<file path="src/rtl/ram_bus_bridge_pkg.sv">
// rtl/ram_bus_bridge_pkg.sv - shared types and constants for the RAM bus bridge
package bridge_pkg;

    typedef enum logic [2:0] {
        IDLE,
        RD,
        GAP,
        WR,
        RESP
    } state_e;

    localparam logic [3:0]  FULL_STRB         = 4'b1111;
    localparam logic [3:0]  READ_STRB         = 4'b0000;
    localparam logic [31:0] ERR_RDATA_DEFAULT = 32'hDEAD_BEEF;

endpackage

</file>
<file path="src/rtl/ram_bus_bridge_if.sv">
// rtl/ram_bus_bridge_if.sv - CPU native memory port and single-port RAM port bundles
interface mem_bus_if;
    logic        mem_valid;
    logic        mem_ready;
    logic [31:0] mem_addr;
    logic [31:0] mem_wdata;
    logic [3:0]  mem_wstrb;
    logic [31:0] mem_rdata;
    logic        bus_error;

    modport master (
        output mem_valid, mem_addr, mem_wdata, mem_wstrb,
        input  mem_ready, mem_rdata, bus_error
    );
    modport slave (
        input  mem_valid, mem_addr, mem_wdata, mem_wstrb,
        output mem_ready, mem_rdata, bus_error
    );
endinterface

interface ram_bus_if;
    logic        ram_en;
    logic [31:0] ram_addr;
    logic [31:0] ram_wdata;
    logic [3:0]  ram_wstrb;
    logic [31:0] ram_rdata;
    logic        ram_ready;

    modport master (
        output ram_en, ram_addr, ram_wdata, ram_wstrb,
        input  ram_rdata, ram_ready
    );
    modport slave (
        input  ram_en, ram_addr, ram_wdata, ram_wstrb,
        output ram_rdata, ram_ready
    );
endinterface

</file>
<file path="src/rtl/ram_bus_bridge_rmw_byte_merge.sv">
// rtl/ram_bus_bridge_rmw_byte_merge.sv - per-lane merge of strobed bytes into an old word
module rmw_byte_merge (
    input  logic [31:0] old_word_i,
    input  logic [31:0] new_word_i,
    input  logic [3:0]  strb_i,
    output logic [31:0] merged_o
);

    always_comb begin
        merged_o = old_word_i;
        for (int i = 0; i < 4; i++) begin
            if (strb_i[i]) begin
                merged_o[8*i +: 8] = new_word_i[8*i +: 8];
            end
        end
    end

endmodule

</file>
<file path="src/rtl/ram_bus_bridge.sv">
// rtl/ram_bus_bridge.sv - PicoRV32 memory port to single-port RAM bridge with RMW and timeout
module ram_bus_bridge
    import bridge_pkg::*;
#(
    parameter logic [31:0] ADDR_BASE = 32'h0000_0000,
    parameter int          RAM_WORDS = 1024,
    parameter int          TIMEOUT   = 255,
    parameter logic [31:0] ERR_RDATA = ERR_RDATA_DEFAULT
) (
    input  logic      clk,
    input  logic      resetn,
    mem_bus_if.slave  mem,
    ram_bus_if.master ram
);

    localparam logic [31:0] WIN_BYTES = 32'(RAM_WORDS * 4);
    localparam int          CW        = $clog2(TIMEOUT + 1);
    localparam logic [CW-1:0] TO_LAST = CW'(TIMEOUT - 1);

    state_e        state_q;
    logic [31:0]   wdata_q;
    logic [3:0]    wstrb_q;
    logic [CW-1:0] cnt_q;
    logic          mem_ready_q;
    logic [31:0]   mem_rdata_q;
    logic          bus_error_q;
    logic          ram_en_q;
    logic [31:0]   ram_addr_q;
    logic [31:0]   ram_wdata_q;
    logic [3:0]    ram_wstrb_q;

    logic [31:0]   offset_d;
    logic          in_window_d;
    logic [31:0]   merged_d;

    assign offset_d    = mem.mem_addr - ADDR_BASE;
    assign in_window_d = offset_d < WIN_BYTES;

    rmw_byte_merge u_merge (
        .old_word_i (ram.ram_rdata),
        .new_word_i (wdata_q),
        .strb_i     (wstrb_q),
        .merged_o   (merged_d)
    );

    always_ff @(posedge clk) begin
        if (!resetn) begin
            state_q     <= IDLE;
            wdata_q     <= '0;
            wstrb_q     <= '0;
            cnt_q       <= '0;
            mem_ready_q <= 1'b0;
            mem_rdata_q <= '0;
            bus_error_q <= 1'b0;
            ram_en_q    <= 1'b0;
            ram_addr_q  <= '0;
            ram_wdata_q <= '0;
            ram_wstrb_q <= '0;
        end else begin
            mem_ready_q <= 1'b0;
            bus_error_q <= 1'b0;
            case (state_q)
                IDLE: begin
                    if (mem.mem_valid && !mem_ready_q) begin
                        wdata_q    <= mem.mem_wdata;
                        wstrb_q    <= mem.mem_wstrb;
                        ram_addr_q <= offset_d;
                        cnt_q      <= '0;
                        if (!in_window_d) begin
                            mem_rdata_q <= '0;
                            bus_error_q <= 1'b1;
                            mem_ready_q <= 1'b1;
                            state_q     <= RESP;
                        end else if (mem.mem_wstrb == FULL_STRB) begin
                            ram_en_q    <= 1'b1;
                            ram_wstrb_q <= FULL_STRB;
                            ram_wdata_q <= mem.mem_wdata;
                            state_q     <= WR;
                        end else begin
                            ram_en_q    <= 1'b1;
                            ram_wstrb_q <= READ_STRB;
                            state_q     <= RD;
                        end
                    end
                end
                RD: begin
                    if (ram.ram_ready) begin
                        ram_en_q <= 1'b0;
                        if (wstrb_q == READ_STRB) begin
                            mem_rdata_q <= ram.ram_rdata;
                            mem_ready_q <= 1'b1;
                            state_q     <= RESP;
                        end else begin
                            ram_wdata_q <= merged_d;
                            state_q     <= GAP;
                        end
                    end else if (cnt_q == TO_LAST) begin
                        // A stalled read aborts the whole RMW; the write phase never starts.
                        ram_en_q    <= 1'b0;
                        mem_rdata_q <= ERR_RDATA;
                        bus_error_q <= 1'b1;
                        mem_ready_q <= 1'b1;
                        state_q     <= RESP;
                    end else begin
                        cnt_q <= cnt_q + CW'(1);
                    end
                end
                GAP: begin
                    ram_en_q    <= 1'b1;
                    ram_wstrb_q <= FULL_STRB;
                    cnt_q       <= '0;
                    state_q     <= WR;
                end
                WR: begin
                    if (ram.ram_ready || cnt_q == TO_LAST) begin
                        ram_en_q    <= 1'b0;
                        ram_wstrb_q <= READ_STRB;
                        mem_rdata_q <= ram.ram_ready ? 32'h0 : ERR_RDATA;
                        bus_error_q <= !ram.ram_ready;
                        mem_ready_q <= 1'b1;
                        state_q     <= RESP;
                    end else begin
                        cnt_q <= cnt_q + CW'(1);
                    end
                end
                RESP:    state_q <= IDLE;
                default: state_q <= IDLE;
            endcase
        end
    end

    assign mem.mem_ready = mem_ready_q;
    assign mem.mem_rdata = mem_rdata_q;
    assign mem.bus_error = bus_error_q;
    assign ram.ram_en    = ram_en_q;
    assign ram.ram_addr  = ram_addr_q;
    assign ram.ram_wdata = ram_wdata_q;
    assign ram.ram_wstrb = ram_wstrb_q;

endmodule

</file>
<file path="src/flat_wrapper.sv">
// flat-port wrapper written by rule: the top's interface ports become plain ports
module ram_bus_bridge_flat import bridge_pkg::*;
#(
    parameter logic [31:0] ADDR_BASE = 32'h0000_0000,
    parameter int          RAM_WORDS = 1024,
    parameter int          TIMEOUT   = 255,
    parameter logic [31:0] ERR_RDATA = ERR_RDATA_DEFAULT
)
  (clk, resetn, mem_mem_valid, mem_mem_addr, mem_mem_wdata, mem_mem_wstrb, mem_mem_ready, mem_mem_rdata, mem_bus_error, ram_ram_en, ram_ram_addr, ram_ram_wdata, ram_ram_wstrb, ram_ram_rdata, ram_ram_ready);
  mem_bus_if mem_i ();
  ram_bus_if ram_i ();
  input  logic clk;
  input  logic resetn;
  input wire logic [$bits(mem_i.mem_valid)-1:0] mem_mem_valid;
  input wire logic [$bits(mem_i.mem_addr)-1:0] mem_mem_addr;
  input wire logic [$bits(mem_i.mem_wdata)-1:0] mem_mem_wdata;
  input wire logic [$bits(mem_i.mem_wstrb)-1:0] mem_mem_wstrb;
  output wire logic [$bits(mem_i.mem_ready)-1:0] mem_mem_ready;
  output wire logic [$bits(mem_i.mem_rdata)-1:0] mem_mem_rdata;
  output wire logic [$bits(mem_i.bus_error)-1:0] mem_bus_error;
  output wire logic [$bits(ram_i.ram_en)-1:0] ram_ram_en;
  output wire logic [$bits(ram_i.ram_addr)-1:0] ram_ram_addr;
  output wire logic [$bits(ram_i.ram_wdata)-1:0] ram_ram_wdata;
  output wire logic [$bits(ram_i.ram_wstrb)-1:0] ram_ram_wstrb;
  input wire logic [$bits(ram_i.ram_rdata)-1:0] ram_ram_rdata;
  input wire logic [$bits(ram_i.ram_ready)-1:0] ram_ram_ready;
  assign mem_i.mem_valid = mem_mem_valid;
  assign mem_i.mem_addr = mem_mem_addr;
  assign mem_i.mem_wdata = mem_mem_wdata;
  assign mem_i.mem_wstrb = mem_mem_wstrb;
  assign mem_mem_ready = mem_i.mem_ready;
  assign mem_mem_rdata = mem_i.mem_rdata;
  assign mem_bus_error = mem_i.bus_error;
  assign ram_ram_en = ram_i.ram_en;
  assign ram_ram_addr = ram_i.ram_addr;
  assign ram_ram_wdata = ram_i.ram_wdata;
  assign ram_ram_wstrb = ram_i.ram_wstrb;
  assign ram_i.ram_rdata = ram_ram_rdata;
  assign ram_i.ram_ready = ram_ram_ready;
  ram_bus_bridge #(.ADDR_BASE(ADDR_BASE), .RAM_WORDS(RAM_WORDS), .TIMEOUT(TIMEOUT), .ERR_RDATA(ERR_RDATA)) u_core (.clk(clk), .resetn(resetn), .mem(mem_i), .ram(ram_i));
endmodule
</file>
<file path="config.mk">
export PLATFORM = sky130hd
export DESIGN_NAME = ram_bus_bridge_flat
export DESIGN_NICKNAME = d
export VERILOG_FILES = /design/src/rtl/ram_bus_bridge_pkg.sv /design/src/rtl/ram_bus_bridge_if.sv /design/src/rtl/ram_bus_bridge_rmw_byte_merge.sv /design/src/rtl/ram_bus_bridge.sv /design/src/flat_wrapper.sv
export SDC_FILE = /design/constraint.sdc
export NUM_CORES = 1
export LEC_CHECK = 0
export BUFFER_PORTS_ARGS = -buffer_cell sky130_fd_sc_hd__clkbuf_2
export CAP_MARGIN = 15
export CORE_MARGIN = 2
export CORE_UTILIZATION = 30
export CTS_BUF_LIST = sky130_fd_sc_hd__clkbuf_8
export DETAILED_ROUTE_END_ITERATION = 10
export PLACE_DENSITY = 0.55
export SYNTH_ARGS = -nofsm -noshare
export SYNTH_HDL_FRONTEND = slang
export SYNTH_SLANG_ARGS = --single-unit
</file>
<file path="constraint.sdc">
create_clock -name clk -period 2.7 [get_ports clk]
set_input_delay 0.54 -clock clk [delete_from_list [all_inputs] [get_ports clk]]
set_output_delay 0.54 -clock clk [all_outputs]
set_load 0.02 [all_outputs]
</file>
After elaboration in Yosys (flattened, before gate mapping)
Index checks and enable logic that the tools add are counted.
{ "totals": {"regBits": 150, "in_bits": 104, "output_inout_bits": 103} }
{ "op_classes": {"n_addsub": 1, "order_cmp": 1, "eq_ne": 17, "n_mux": 52, "reduce_logical": 17} }
{ "ops": {"columns": ["cell", "n"], "rows": [
  ["$mux W32", 12],
  ["$pmux W32 S3", 1],
  ["$mux W8", 8],
  ["$pmux W32 S2", 1],
  ["$lt A32 B13 Y1 const B", 1],
  ["$pmux W8 S4", 1],
  ["$mux W3", 6],
  ["$mux W4", 4],
  ["$mux W1", 13],
  ["$ne A2 B2 Y1 const B", 6],
  ["$pmux W3 S4", 1],
  ["$pmux W4 S3", 1],
  ["$reduce_and A6 Y1", 2],
  ["$reduce_and A5 Y1", 2],
  ["$add A8 B1 Y8 const B", 1],
  ["$eq A8 B8 Y1 const B", 1],
  ["$ne A2 B1 Y1 const B", 4],
  ["$eq A3 B2 Y1 const B", 2],
  ["$ne A3 B2 Y1 const B", 2],
  ["$pmux W1 S3", 2],
  ["$reduce_bool A3 Y1", 2],
  ["$eq A4 B4 Y1 const B", 1],
  ["$logic_not A4 Y1", 1],
  ["$pmux W1 S4", 1],
  ["other kinds (11)", 12]
]} }

Logic depth before layout (Yosys ltp)
{ "depth": {"depth_word": 5, "mapped_depth": 9} }

Hierarchy
Synthesis repeated with hierarchy kept, for this count alone.
{ "unflattened": {"hier_cells": 743, "area_unflattened_um2": 6493.7} }
{ "modules_own_cells": {"columns": ["module", "n_inst", "cells_per_inst", "area_each_um2", "seq_area_each_um2"], "rows": [
  ["ram_bus_bridge", 1, 707, 5968.2, 2942.8],
  ["rmw_byte_merge", 1, 36, 525.5, 0.0]
]} }

Worst setup path after synthesis
Ideal clock, no wire load.
{ "synth_path": {"kind": "in2reg", "startpoint": "in mem_mem_addr[14]", "endpoint": "reg u_core.mem_rdata_q[0] (netlist: u_core.mem.mem_rdata[0])", "arrival_time_ns": 1.836, "required_ns": 2.628, "path_slack_ns": 0.793, "path_stages": 7, "cell_sequence": "nor4_1 -> nand3_1 -> nor3_1 -> nand3b_1 -> buf_2 -> buf_4 -> mux2i_1"} }
{ "synth_via": {"elab_chain_len": 3} }
{ "synth_lines": {"columns": ["element", "line_no", "rtl"], "rows": [
  ["start, declared", "flat_wrapper.sv:15", "input wire logic [$bits(mem_i.mem_addr)-1:0] mem_mem_addr;"],
  ["$lt A32 B13 Y1", "ram_bus_bridge.sv:37", "assign in_window_d = offset_d < WIN_BYTES;"],
  ["$ne A2 B2 Y1 (no source line)", null, null],
  ["$reduce_and A6 Y1 (no source line)", null, null],
  ["end signal, assigned", "ram_bus_bridge.sv:90", "mem_rdata_q <= ram.ram_rdata;"],
  ["end signal, assigned", "ram_bus_bridge.sv:118", "mem_rdata_q <= ram.ram_ready ? 32'h0 : ERR_RDATA;"],
  ["end, declared", "ram_bus_bridge.sv:25", "logic [31:0] mem_rdata_q;"]
]} }
No other way between the ends.
A chain may end at the register's enable or synchronous reset.

Final worst setup path
{ "layout_path": {"startpoint": "reg u_core.state_q[0]", "endpoint": "reg u_core.mem_rdata_q[4] (netlist: u_core.mem.mem_rdata[4])"} }
{ "layout_via": {"elab_chain_len": 3} }
{ "layout_lines": {"columns": ["element", "line_no", "rtl"], "rows": [
  ["start, declared", "ram_bus_bridge.sv:20", "state_e state_q;"],
  ["start signal, assigned", "ram_bus_bridge.sv:48", "state_q <= IDLE;"],
  ["start signal, assigned", "ram_bus_bridge.sv:73", "state_q <= RESP;"],
  ["start signal, assigned", "ram_bus_bridge.sv:78", "state_q <= WR;"],
  ["$eq A3 B1 Y1 (tied with other cells)", "ram_bus_bridge.sv:62", "case (state_q)"],
  ["$ne A3 B2 Y1 (no source line) (tied with other cells)", null, null],
  ["$reduce_and A6 Y1 (no source line)", null, null]
]} }
Parallel ways exist; a longest one is shown, timed or not.

==> run_results.csv <==
group,metric,value,unit
outcome,status,"complete, no violations",
yosys,syn_area,6370,um^2
yosys,synthCells,801,
yosys,synth_top_family_by_area,"simple AND/OR/NAND/NOR gates",
global_routing,grt.total_usage,17.5,%
sta,setup_viol,0,
routing,drt_pass1_iterations,5,
finish,drive_above_1_share,27.3,%
sta,maxClockFrequency,420,MHz
yosys,synth.distinct_cells,38,
floorplan,start_util,30.4,%
yosys,yosysTopAreaCell,"dfxtp_1",
global_routing,grt_max_degree,98,
floorplan,core,21000,um^2
setup_path,r2r-start,"u_core.state_q[0]$_SDFFE_PN0P_",
placement,port_buffers,206,
setup_path,crit_required,3080,ps
yosys,synth-xor-area-share,0.962,%
sta,drv_slew,0,
sta,hold_violations,0,
run,drv_cap,0,
clocking,cts.sinks,147,
setup_path,crit_type,"flip-flop to flip-flop",
sta,period_minus_slack,2380,ps
floorplan,die_w,150,um
yosys,synth-adder-area-share,0.393,%
setup_path,crit_top_cell,"buf_4",
yosys,synthSimpleGateAreaFrac,22.0,%
min_path,min_path_type,"input pin to flip-flop",
yosys,yosysWarningCount,0,
pwr,power_leakage,0.00342,uW
routing,routed_via_density,4.77,
clocking,postCtsHoldBufs,0,
floorplan,die_h,150,um
clocking,cts_resized,0,
floorplan,fp.dieArea,22400,um^2
yosys,synth-compound-area-share,14.9,%
setup_path,critPathLaunchType,"flip-flop",
routing,remaining_drc_errors,0,
routing,wl_per_cell,15.5,um
yosys,synth_seq_area_share,46.2,%
yosys,async_flop_share,0,%
yosys,ys.flop_type,"dfxtp_1",
finish,n_fill_cell,2212,
yosys,synthMuxAreaShare,10.4,%
global_routing,grt_pass1_wl,30500,um
pwr,power_density,577,nW/um^2
setup_path,crit_start,"u_core.state_q[0]$_SDFFE_PN0P_",
routing,drtIter0Drc,285,
placement,dp_hpwl,13400,um
sta,rsz0062_at_grt,"false",
min_path,hp-start,"mem_mem_addr[10]",
clocking,clock-root-buffer,"clkbuf_8",
setup_path,crit_path_top_delay_cell,"or3b_2",
floorplan,ios,207,
yosys,yosysTopAreaCellShare,46.2,%
pwr,ir_drop,0.341,mV
clocking,post_cts_buffers,0,
clocking,cts_inserted_buffers,17,
yosys,synth_edf_count,0,
finish,area_delta_synth_final,25.9,%
sta,fin_tns_setup,0,ps
global_routing,grt_pass1_vias,5689,
yosys,syn_nets,907,
clocking,clkLatencyLatePin,450,ps
global_routing,grt_overflow,0,
clocking,cts_tree,"done",
routing,detail-route-antenna-nets,0,
finish,multi_input_area,3130,um^2
setup_path,critical_path.max_fanout,22,
sta,timing.final.crit_share,88.3,%
setup_path,critical-path-top-delay-family,"simple AND/OR/NAND/NOR gates",
routing,num_vias,6023,
finish,num_antenna_cells,0,
routing,routed_wl,19600,um
finish,seqCellArea,2940,um^2
clocking,htreeDepth,4,
sta,fin_skew,13.9,ps
setup_path,worstPathArrival,2760,ps
pwr,power,4630,uW
floorplan,rows,53,
global_routing,antenna_found_initial,0,
finish,fin_nets,1082,
setup_path,end_kind,"flip-flop",
clocking,cts_max_path_buffers,2,
sta,slew_headroom,34.8,%
setup_path,slowest_delay,670,ps
yosys,syn_avg_cell_area,7.95,um^2
sta,max_slew.worst_pin.slew,978,ps
setup_path,crit_buf_inv,2,
setup_path,path_cells,"or3b_2 -> buf_4 -> nor3_2 -> buf_4 -> nand2_1 -> mux2i_1",
yosys,synth.area.top_cells,"dfxtp_1 46%, nand2_1 15%, mux2i_1 10%",
yosys,ys_ff_latch,147,
placement,gp_congestion,0.769,
clocking,cts.clk_slew.worst_paths,80,ps
[routing by layer]
metal / vias up / global-route usage, % / part of all wire, %
li1: 3071 / - / -
met1: 2743 / 22.9 / 46
met2: 194 / 27.8 / 46
met3: 15 / 5.49 / 7.2
met4: 0 / 4.62 / 0.92
met5: - / 0 / 0
[worst register-to-register path: cells and delay by family, from the launching register on]
family	cells	cell delay, ps
flops	1	550
mux	1	120
simple gates	3	1140
buf+inv	2	530
[kinds of logic (layout without fill, tap and decap cells)]
kind of cell	count (synthesis)	in the layout
buf+inv	72	259
simple gates	328	328
fa+ha+maj	2	2
xor+xnor	7	7
compound gates	179	179
flops	147	147
mux	66	66
[per-stage QoR]
stage                     hold WS (ps)  setup slack (ps)  std cells  cell area, um^2  util (%)
after floorplan                    436               793        801             6370         -
after global placement             438               255       1232             7630      36.4
after detailed placement           444               252       1232             7630      36.4
after CTS                          266               310       1263             8020      38.3
after global routing               277               199       1263             8020      38.3
final                              303               316       1263             8020      38.3
[path summary, 6_finish.rpt]
path / depth (start not counted) / slack (ps) / end
worst max register to register: 6 / 320 / u_core.mem.mem_rdata[4]$_SDFFE_PN0P_
worst min-delay path: 3 / 300 / u_core.ram.ram_addr[10]$_SDFFE_PN0P_
worst min register to register: 2 / 450 / u_core.ram.ram_wdata[27]$_SDFFE_PN0P_
worst max-delay path: 6 / 320 / u_core.mem.mem_rdata[4]$_SDFFE_PN0P_
[layout make-up]
cell class	count	share of cell area, %
multi-input combinational	582	39.1
sequential	147	36.7
timing repair buffer	224	14.9
tap	275	4.29
clock buffer	19	3.26
clock inverter	12	1.64
inverter	4	0.187
[state kept, by name, summed over array words and instances (netlist names)]
| signal | cells |
|---|---|
| u_core.wstrb_q | 4 |
| u_core.cnt_q | 8 |
| u_core.state_q | 3 |
| u_core.ram.ram_wdata | 32 |
| u_core.ram.ram_wstrb | 1 |
| u_core.mem.mem_ready | 1 |
| u_core.mem.bus_error | 1 |
| u_core.ram.ram_addr | 32 |
| u_core.wdata_q | 32 |
| u_core.mem.mem_rdata | 32 |
| u_core.ram.ram_en | 1 |
[cells in the mapped netlist, drive strengths merged (2+ instances only)]
cell type  instances
xnor2              7
nor2b              2
inv                4
dfxtp            147
nand4             33
a21oi             75
buf               27
nand3              4
clkbuf            41
ha                 2
nor2              17
o32ai              2
o21a               2
nor4               7
o21ai             92
or3                2
nor3               5
nand2            248
mux2i             65
a211oi             4
nand3b             2
nand2b             4
[where the power goes]
part	total (uW)	switching [uW]	internal, uW
Combinational	584	369	216
Clock	1750	888	865
Sequential	2290	50.5	2240
Total	4630	1310	3320
[cell usage in the layout, fill, tap and decap left out, types with 16 or more instances in the layout]
master,instances
a21oi_1,75
mux2i_1,65
clkbuf_8,19
nand4_1,33
nand2_1,247
o21ai_0,76
clkbuf_2,205
buf_4,17
nor2_1,16
dfxtp_1,147
(Power assumes the default switching activity.)
